[config.mk]
export PLATFORM = sky130hd
export DESIGN_NAME = vxe_ctrl_mem_bridge
export DESIGN_NICKNAME = d
export VERILOG_FILES = /design/src/rtl/vxe_ctrl_mem_bridge_pkg.sv /design/src/rtl/vxe_fifo.sv /design/src/rtl/vxe_ctrl_mem_bridge.sv
export SDC_FILE = /design/constraint.sdc
export NUM_CORES = 1
export LEC_CHECK = 0
export CORE_AREA = 8 8 97 99
export DETAILED_ROUTE_END_ITERATION = 8
export DIE_AREA = 0 0 105 107
export DONT_BUFFER_PORTS = 1
export GPL_ROUTABILITY_DRIVEN = 0
export PLACE_DENSITY = 0.76
export SKIP_CTS_REPAIR_TIMING = 1
export SLEW_MARGIN = 10
export SYNTH_ARGS = -nofsm -noshare
export SYNTH_HDL_FRONTEND = slang
export SYNTH_SLANG_ARGS = --single-unit
[constraint.sdc]
create_clock -name clk -period 6.65 [get_ports clk]
set_clock_uncertainty 0.1 [all_clocks]
set_input_delay 0.9975 -clock clk [delete_from_list [all_inputs] [get_ports clk]]
set_output_delay 0.9975 -clock clk [all_outputs]
set_load 0.02 [all_outputs]
[src/rtl/vxe_ctrl_mem_bridge_pkg.sv]
// Shared constants and payload types for the VxE control-unit memory bridge.
package vxe_ctrl_mem_bridge_pkg;

  // Request word layout: {txnid, addr}
  localparam int unsigned TXNID_MSB = 43;
  localparam int unsigned ADDR_MSB  = 36;
  localparam int unsigned TXNID_W   = TXNID_MSB - ADDR_MSB;
  localparam int unsigned ADDR_W    = ADDR_MSB + 1;

  // FIFO and bus widths
  localparam int unsigned RQA_W   = 44;
  localparam int unsigned RSS_W   = 9;
  localparam int unsigned RSD_W   = 64;
  localparam int unsigned MADDR_W = ADDR_W + 3;

  // Response status codes
  typedef enum logic [1:0] {
    RS_OK   = 2'b00,
    RS_SERR = 2'b01,
    RS_DERR = 2'b10,
    RS_TMO  = 2'b11
  } rs_status_e;

  typedef struct packed {
    logic [TXNID_W-1:0] txnid;
    logic [ADDR_W-1:0]  addr;
  } rqa_t;

  typedef struct packed {
    logic [1:0]         status;
    logic [TXNID_W-1:0] txnid;
  } rss_t;

  // 64-bit word address to byte address
  function automatic logic [MADDR_W-1:0] word_to_byte(input logic [ADDR_W-1:0] addr);
    return {addr, 3'b000};
  endfunction

endpackage

[src/rtl/vxe_fifo.sv]
// Power-of-two synchronous FIFO, ready/valid on both sides, first-word fall-through.
module vxe_fifo #(
  parameter int unsigned DATA_WIDTH = 8,
  parameter int unsigned DEPTH_POW2 = 2
) (
  input  logic                  clk,
  input  logic                  rst,
  input  logic                  in_vld,
  output logic                  in_rdy,
  input  logic [DATA_WIDTH-1:0] in_data,
  output logic                  out_vld,
  input  logic                  out_rdy,
  output logic [DATA_WIDTH-1:0] out_data
);

  localparam int unsigned DEPTH = 1 << DEPTH_POW2;
  localparam int unsigned PTR_W = DEPTH_POW2 + 1;

  logic [DATA_WIDTH-1:0] mem [DEPTH];
  logic [PTR_W-1:0]      wr_ptr;
  logic [PTR_W-1:0]      rd_ptr;
  logic                  full;
  logic                  empty;
  logic                  push;
  logic                  pop;

  // Wrap bit differs with equal index bits: full; identical pointers: empty
  assign empty = (wr_ptr == rd_ptr);
  assign full  = (wr_ptr[PTR_W-1] != rd_ptr[PTR_W-1]) &&
                 (wr_ptr[PTR_W-2:0] == rd_ptr[PTR_W-2:0]);

  assign in_rdy   = ~full;
  assign out_vld  = ~empty;
  assign push     = in_vld & ~full;
  assign pop      = out_rdy & ~empty;
  assign out_data = mem[rd_ptr[DEPTH_POW2-1:0]];

  // Storage write
  always_ff @(posedge clk) begin
    if (push) mem[wr_ptr[DEPTH_POW2-1:0]] <= in_data;
  end

  // Pointer update
  always_ff @(posedge clk or posedge rst) begin
    if (rst) begin
      wr_ptr <= '0;
      rd_ptr <= '0;
    end else begin
      if (push) wr_ptr <= wr_ptr + PTR_W'(1);
      if (pop)  rd_ptr <= rd_ptr + PTR_W'(1);
    end
  end

endmodule

[src/rtl/vxe_ctrl_mem_bridge.sv]
// Bridge between the VxE request FIFO, the in-order memory read bus and the
// response status/data FIFOs, with an age timer that times out stuck reads.
module vxe_ctrl_mem_bridge
  import vxe_ctrl_mem_bridge_pkg::*;
#(
  parameter int unsigned MAX_OUT = 4,
  parameter int unsigned TIMEOUT = 255
) (
  input  logic               clk,
  input  logic               rst,
  input  logic               i_rqa_vld,
  input  logic [RQA_W-1:0]   i_rqa,
  output logic               o_rqa_rd,
  output logic               o_mrq_vld,
  output logic [MADDR_W-1:0] o_mrq_addr,
  input  logic               i_mrq_rdy,
  input  logic               i_mrs_vld,
  input  logic [RSD_W-1:0]   i_mrs_data,
  input  logic [1:0]         i_mrs_err,
  output logic               o_mrs_rdy,
  output logic [RSS_W-1:0]   o_rss,
  output logic               o_rss_wr,
  input  logic               i_rss_rdy,
  output logic [RSD_W-1:0]   o_rsd,
  output logic               o_rsd_wr,
  input  logic               i_rsd_rdy,
  output logic               o_idle
);

  localparam int unsigned DEPTH_POW2 = $clog2(MAX_OUT);
  localparam int unsigned CNT_W      = DEPTH_POW2 + 1;
  localparam int unsigned OWED_W     = CNT_W + 1;
  localparam int unsigned AGE_W      = (TIMEOUT == 0) ? 1 : $clog2(TIMEOUT + 1);
  localparam logic [AGE_W-1:0] AGE_MAX = AGE_W'(TIMEOUT);
  localparam bit   TMO_EN  = (TIMEOUT != 0);

  rqa_t               rqa;
  logic               mrq_vld_q;
  logic [ADDR_W-1:0]  mrq_addr_q;

  logic               trk_push;
  logic               trk_pop;
  logic               trk_in_rdy;
  logic               trk_out_vld;
  logic               trk_full;
  logic               trk_empty;
  logic [TXNID_W-1:0] trk_head;
  logic [CNT_W-1:0]   trk_count;
  logic [CNT_W-1:0]   drop_cnt;
  logic [OWED_W-1:0]  owed;
  logic [AGE_W-1:0]   age;

  logic               fifo_ok;
  logic               mrs_rdy;
  logic               rsp_hs;
  logic               tmo_fire;
  logic               drop_dec;
  rss_t               rss;
  logic [RSD_W-1:0]   rsd;

  assign rqa       = i_rqa;
  assign trk_full  = ~trk_in_rdy;
  assign trk_empty = ~trk_out_vld;
  assign owed      = OWED_W'(trk_count) + OWED_W'(drop_cnt);
  assign fifo_ok   = i_rss_rdy & i_rsd_rdy;

  // Pop a request when the tracker and the bus budget have room and the request register is free
  assign o_rqa_rd = i_rqa_vld & trk_full == 1'b0 & (owed < OWED_W'(MAX_OUT)) &
                    (~mrq_vld_q | i_mrq_rdy);
  assign trk_push = o_rqa_rd;
  assign trk_pop  = rsp_hs | tmo_fire;

  // In-order txnid tracker
  vxe_fifo #(
    .DATA_WIDTH (TXNID_W),
    .DEPTH_POW2 (DEPTH_POW2)
  ) u_trk (
    .clk      (clk),
    .rst      (rst),
    .in_vld   (trk_push),
    .in_rdy   (trk_in_rdy),
    .in_data  (rqa.txnid),
    .out_vld  (trk_out_vld),
    .out_rdy  (trk_pop),
    .out_data (trk_head)
  );

  // Bus request register, held until the bus accepts it
  always_ff @(posedge clk or posedge rst) begin
    if (rst) begin
      mrq_vld_q  <= 1'b0;
      mrq_addr_q <= '0;
    end else if (o_rqa_rd) begin
      mrq_vld_q  <= 1'b1;
      mrq_addr_q <= rqa.addr;
    end else if (i_mrq_rdy) begin
      mrq_vld_q  <= 1'b0;
    end
  end

  // Response routing: discard late replies, pass normal replies, or synthesise a timeout
  always_comb begin
    mrs_rdy  = 1'b0;
    rsp_hs   = 1'b0;
    drop_dec = 1'b0;
    tmo_fire = 1'b0;
    rss      = '0;
    rsd      = '0;
    if (drop_cnt != '0) begin
      mrs_rdy  = 1'b1;
      drop_dec = i_mrs_vld;
    end else begin
      mrs_rdy = fifo_ok & ~trk_empty;
      rsp_hs  = i_mrs_vld & mrs_rdy;
    end
    tmo_fire = TMO_EN && (age == AGE_MAX) && !rsp_hs && fifo_ok && !trk_empty;
    if (rsp_hs) begin
      rss.status = i_mrs_err;
      rss.txnid  = trk_head;
      rsd        = i_mrs_data;
    end else if (tmo_fire) begin
      rss.status = RS_TMO;
      rss.txnid  = trk_head;
    end
  end

  // Tracker occupancy, late-reply drop count and head age
  always_ff @(posedge clk or posedge rst) begin
    if (rst) begin
      trk_count <= '0;
      drop_cnt  <= '0;
      age       <= '0;
    end else begin
      if (trk_push && !trk_pop)      trk_count <= trk_count + CNT_W'(1);
      else if (trk_pop && !trk_push) trk_count <= trk_count - CNT_W'(1);

      if (tmo_fire && !drop_dec)      drop_cnt <= drop_cnt + CNT_W'(1);
      else if (drop_dec && !tmo_fire) drop_cnt <= drop_cnt - CNT_W'(1);

      if (trk_pop || trk_empty) age <= '0;
      else if (age != AGE_MAX)  age <= age + AGE_W'(1);
    end
  end

  assign o_mrq_vld  = mrq_vld_q;
  assign o_mrq_addr = word_to_byte(mrq_addr_q);
  assign o_mrs_rdy  = mrs_rdy;
  assign o_rss      = rss;
  assign o_rsd      = rsd;
  assign o_rss_wr   = trk_pop;
  assign o_rsd_wr   = trk_pop;
  assign o_idle     = trk_empty & (drop_cnt == '0) & ~mrq_vld_q;

endmodule

# Yosys cells after proc, flatten, opt, wreduce, memory -nomap -nowiden
# Memory sizes are Yosys's and may differ from the RTL's.
# Index checks and enable logic that the tools add are counted.
[word_totals] ram_bits=28 wordCells=73 input_bits=117 memories=1 register_bits=58
[op_classes] order_cmp=1 reduce_logical=20 eq_ne=5 bitwise_logic=15 addsub=8 n_mux=16
[memory_table] name="u_trk.mem" depth=4 width=7 rd=1 rd_ports_with_merged_regs=0 write_ports=1 line_no="vxe_fifo.sv:19" source="logic [DATA_WIDTH-1:0] mem [DEPTH];"
[op_table] op="64-bit 2-to-1 mux" n=1
[op_table] op="9-bit 2-to-1 mux" n=2
[op_table] op="8-bit 2-to-1 mux" n=2
[op_table] op="3-bit by 1-bit adder with 3-bit output, second input constant" n=4
[op_table] op="3-bit 2-to-1 mux" n=4
[op_table] op="1-bit AND" n=10
[op_table] op="8-bit by 1-bit adder with 8-bit output, second input constant" n=1
[op_table] op="8-bit equality test, second input constant" n=1
[op_table] op="1-bit logical AND" n=8
[op_table] op="8-bit != test, second input constant" n=1
[op_table] op="2-bit nonzero test" n=4
[op_table] op="1-bit 2-to-1 mux" n=7
[op_table] op="3-bit by 1-bit subtractor with 3-bit output, second input constant" n=2
[op_table] op="1-bit zero test" n=5
[op_table] op="3-bit by 3-bit adder with 4-bit output" n=1
[op_table] op="4-bit by 3-bit less-than comparator with 1-bit output, second input constant" n=1
[op_table] op="3-bit equality test" n=1
[op_table] op="3-bit zero test" n=1
[op_table] op="1-bit NOT" n=3
[op_table] op="3-bit nonzero test" n=1
[op_table] op="2-bit equality test" n=1
[op_table] op="1-bit OR" n=2
[op_table] op="1-bit logical OR" n=1
[op_table] op="1-bit != test" n=1

# Logic depth before layout (Yosys ltp)
[logic_depth] depth_word=13 mapped_depth=11 ltp_nobuf=11

# By module
# Synthesis repeated with hierarchy kept, for this count alone.
[hier_totals] cells_unflattened=334 hier_area_um2=4356.7
[by_module_without_submodules] module="vxe_ctrl_mem_bridge" instances=1 seq_area_each_um2=1301.2 cells_each=248 area_per_inst_um2=2855.2
[by_module_without_submodules] module="vxe_fifo" instances=1 seq_area_each_um2=991.0 cells_each=86 area_per_inst_um2=1501.4

# Worst setup path after synthesis
# Ideal clock, no wire load.
[synth_path] path_kind="in2out" start="input i_mrs_vld" end="output o_rss_wr" arrival_time_ns=2.279 t_required_ns=5.552 setup_slack_ns=3.274 path_stages=6 path_buffers=2 path_cell_list="nor4b_1 o21ba_2 or2_1 buf_2 inv_1 buf_4"
[synth_via] elab_chain_len=7
[synth_rtl] item="start: declaration" line_no="vxe_ctrl_mem_bridge.sv:17" source="input logic i_mrs_vld,"
[synth_rtl] item="1-bit AND (*)" line_no="vxe_ctrl_mem_bridge.sv:114" source="rsp_hs = i_mrs_vld & mrs_rdy;"
[synth_rtl] item="1-bit 2-to-1 mux (*)" line_no="vxe_ctrl_mem_bridge.sv:109" source="if (drop_cnt != '0) begin"
[synth_rtl] item="1-bit zero test" line_no="vxe_ctrl_mem_bridge.sv:116" source="tmo_fire = TMO_EN && (age == AGE_MAX) && !rsp_hs && fifo_ok && !trk_empty;"
[synth_rtl] item="1-bit logical AND (3 in series)" line_no="vxe_ctrl_mem_bridge.sv:116"
[synth_rtl] item="1-bit OR (*)" line_no="vxe_ctrl_mem_bridge.sv:71" source="assign trk_pop = rsp_hs | tmo_fire;"
[synth_rtl] item="end: declaration" line_no="vxe_ctrl_mem_bridge.sv:22" source="output logic o_rss_wr,"
# Mark *: on every way between the ends. The rest lies on a longest branch, timed or not.

# Final worst setup path
[layout_path] start="input i_mrs_vld" end="output o_rss[1]"
[layout_via] elab_chain_len=8
[layout_rtl] item="1-bit AND (*)" line_no="vxe_ctrl_mem_bridge.sv:114"
[layout_rtl] item="1-bit 2-to-1 mux (*)" line_no="vxe_ctrl_mem_bridge.sv:109"
[layout_rtl] item="1-bit zero test" line_no="vxe_ctrl_mem_bridge.sv:116"
[layout_rtl] item="1-bit logical AND (3 in series)" line_no="vxe_ctrl_mem_bridge.sv:116"
[layout_rtl] item="9-bit 2-to-1 mux" line_no="vxe_ctrl_mem_bridge.sv:121" source="end else if (tmo_fire) begin"
[layout_rtl] item="9-bit 2-to-1 mux (*)" line_no="vxe_ctrl_mem_bridge.sv:117" source="if (rsp_hs) begin"
[layout_rtl] item="end: declaration" line_no="vxe_ctrl_mem_bridge.sv:21" source="output logic [RSS_W-1:0] o_rss,"
# Marked as above.

==> parameters.txt <==
Parameter                              Value

STA
  Final hold slack ... 0.393 ns
  Post-route clock period utilization ... 54.3%
  Final Max Tran Viols ... 0
  Minimum clock period after layout ... 3.61 ns
  Hold violation count in the final report ... 0
  Headroom to the max-slew limit ... 46.3%
  Slew at the pin closest to its max-slew limit ... 0.805 ns
  RSZ-0062 raised after global routing ... no
  Final setup violation count ... 0
  Setup TNS ... 0 ns
  Achievable clock frequency ... 277 MHz

Global route
  Final global-route overflow total ... 0
  Antenna violations before repair ... 5
  Pin count of the biggest net entering global routing ... 65
  Tot GR Track Use ... 19.6%
  Via count of the first global-routing pass ... 2550
  Global-route wire length before repair ... 16500 µm

Power and ir drop
  Power Total ... 2.00 mW
  Power share of the clock group ... 18.6%
  Static leakage ... 1.80 nW
  Combinational share of power ... 29.1%
  Switching power share of the total ... 39.8%
  Cell-internal power ... 1.20 mW
  Pwr/cell area ... 451 mW/mm²
  Reported net switching power ... 0.794 mW
  Sequential cell fraction of total power ... 52.3%
  Peak supply drop ... 0.000298 V

Placed design
  # port buffers ... 0
  Placed wire-length estimate ... 9260 µm
  Instance count after placement with tap cells included ... 415

Critical path
  Worst reg2reg path startpoint ... drop_cnt[2]$_DFFE_PP0P_
  Crit path buf inv count ... 0
  CP Max Fanout ... 11
  Slowest stage delay, CP ... 0.44 ns
  CP endpoint kind ... output pin
  Type of the setup path with the least slack ... in -> out
  Worst setup path startpoint ... i_mrs_vld
  CP arrival ... 2.51 ns
  Series of cell instances along the critical path ... nor4b_1 > o21ba_2 > or2_1 > nor2b_1
  Dominant delay contributor by cell family on the critical path ... simple AND/OR/NAND/NOR gates
  Standard cell with the maximum stage delay on the critical path ... sky130_fd_sc_hd__nor2b_1
  Required time worst endpoint ... 5.55 ns
  Critical path startpoint category ... input pin

Synthesis
  Top cells by area in the synthesized netlist ... sky130_fd_sc_hd__dfrtp_1 (35%), sky130_fd_sc_hd__edfxtp_1 (20%), sky130_fd_sc_hd__and2_1 (10%)
  Number of storage elements in the synthesis netlist ... 86
  Synth warnings ... 0
  Cell taking the most area after synthesis ... sky130_fd_sc_hd__dfrtp_1
  Most used DFF post-synth ... sky130_fd_sc_hd__dfrtp_1
  Number of synthesized flops with an enable pin ... 28
  Mean area per synthesized cell ... 13.0 µm²
  Fraction of the yosys area taken by sequential cells ... 55.0%
  Post-synth design cell area ... 0.00417 mm²
  Synthesized netlist cell count ... 321
  Fraction of synthesized cell area taken by the top area cell type ... 34.8%
  Proportion of register bits with asynchronous set or reset after synthesis ... 67.4%
  Distinct cell type count after synthesis ... 39

Die
  IO Count ... 236
  DIE HEIGHT ... 107 µm
  Width of the chip ... 105 µm
  Die Area ... 0.0112 mm²
  Area of the placeable core ... 0.00793 mm²
  Placement row count ... 33
  Initial standard-cell utilization of the core ... 52.6%

Finish
  Layout filler cell count ... 640
  Top library cells by usage in the layout, fill and taps aside ... sky130_fd_sc_hd__and2_1 (68), sky130_fd_sc_hd__dfrtp_1 (58), sky130_fd_sc_hd__mux2_2 (36)
  Area used by multi-input combinational logic ... 0.00174 mm²
  Count of non-filler cells in the finished layout ... 432
  Most common cell after layout, fill and taps aside ... sky130_fd_sc_hd__and2_1
  Final cell utilization of the core ... 55.8%
  Area growth syn-to-layout ... 6.06%
  Area used by sequential logic in the layout ... 0.00229 mm²
  Number of nets in the final layout ... 450
  Share of final-layout standard cells stronger than drive strength 1 ... 20.9%

CTS
  Num Clock Sinks ... 86
  CTS tree ... yes
  Deepest clock path buffer count ... 2
  Worst-skew pair later-pin latency ... 0.35 ns
  Number of H-tree levels ... 3
  Clk pin slew, worst setup/hold paths ... 0.08 ns
  Clk root buf ... sky130_fd_sc_hd__clkbuf_8
  Inserted Clock Buffers ... 9

Outcome
  Run status ... complete, no violations

Job
  Number of max-capacitance violations reported ... 0

Hold path
  Worst hold-check path type ... reg -> reg
  Hold Startpoint ... u_trk.wr_ptr[2]$_DFFE_PP0P_

Routing
  DRC ... 0
  Iteration-0 DRC count of the detailed router ... 178
  Drt via density ... 5.64
  Number of search-and-repair iterations in the first detailed-routing pass ... 4
  Post-Route WL ... 11400 µm
  Post-route ant nets ... 0
  Mean routed wirelength per cell ... 26.4 µm
  Vias ... 2437
## state kept, by name, indices dropped and copies added (netlist names)
name	flops
drop_cnt	3
u_trk.rd_ptr	3
u_trk.mem	28
u_trk.wr_ptr	3
mrq_addr_q	37
trk_count	3
o_mrq_vld	1
age	8
## layout make-up
type,instances,area share (%)
Tap cell,105,2.97
Clock inverter,7,1.78
Multi-Input combinational cell,213,39.3
Sequential cell,86,51.9
Inverter,7,0.594
Clock buffer,9,2.80
Antenna cell,1,0.0566
Timing Repair Buffer,4,0.679
## path summary, 6_finish.rpt
check / endpoint / slack [ns] / cells past startpoint
worst min register to register: u_trk.wr_ptr[2]$_DFFE_PP0P_ / 0.39 / 1
worst max-delay path: o_rss[1] / 3.04 / 4
min in group asynchronous: mrq_addr_q[18]$_DFFE_PP0P_ / 0.62 / 2
max in group asynchronous: trk_count[0]$_DFFE_PP0P_ / 5.36 / 2
worst max register to register: trk_count[2]$_DFFE_PP0P_ / 3.38 / 10
worst min-delay path: u_trk.wr_ptr[2]$_DFFE_PP0P_ / 0.39 / 1
## cell usage after synthesis (all sizes together), types with 2 or more instances
library cell	instances
nand2	11
a21oi	3
or3	2
mux2	41
and3	2
ha	10
nor4b	2
inv	7
nor3b	2
a31oi	3
clkbuf	6
nor2	12
buf	11
xor2	8
fa	2
and2	68
nand3	5
mux4	7
nor3	5
xnor2	7
edfxtp	28
o21ai	4
nor2b	7
dfrtp	58
mux2i	2
## power by group through the flow
stage | logic, mW | clock network, mW | registers (mW)
after floorplan | 0.549 | 0 | 0.985
after global placement | 0.565 | 0 | 1.05
after detailed placement | 0.593 | 0 | 1.06
after CTS | 0.590 | 0.377 | 1.05
after global routing | 0.642 | 0.395 | 1.07
final | 0.580 | 0.371 | 1.04
## metal layers
layer  GRT usage (%)  vias up  wire [µm]
li1                -     1089          -
met1            17.8     1171       3670
met2            37.7      158       6320
met3            9.24       17       1200
met4            5.61        2        207
met5               0        -         13
## stage by stage
stage / area (µm²) / worst slack, ns
after floorplan: 4180 / 3.27
after global placement: 4220 / 3.09
after detailed placement: 4220 / 3.00
after CTS: 4420 / 3.00
after global routing: 4420 / 2.86
final: 4420 / 3.04
## kinds of logic (layout without fill, tap and decap cells)
logic type	after synthesis	count (layout)	synth area share, %
buffers and inverters	24	27	3.54
muxes	50	50	15.3
DFF	86	86	55.0
and+or+nand+nor	120	120	17.0
other	1	4	0.0900
xor gates and xnor gates	15	15	3.15
adders and majority gates	12	12	3.96
AOI/OAI and AO/OA	13	13	1.92
No activity file was read; power rests on OpenSTA's default activity.
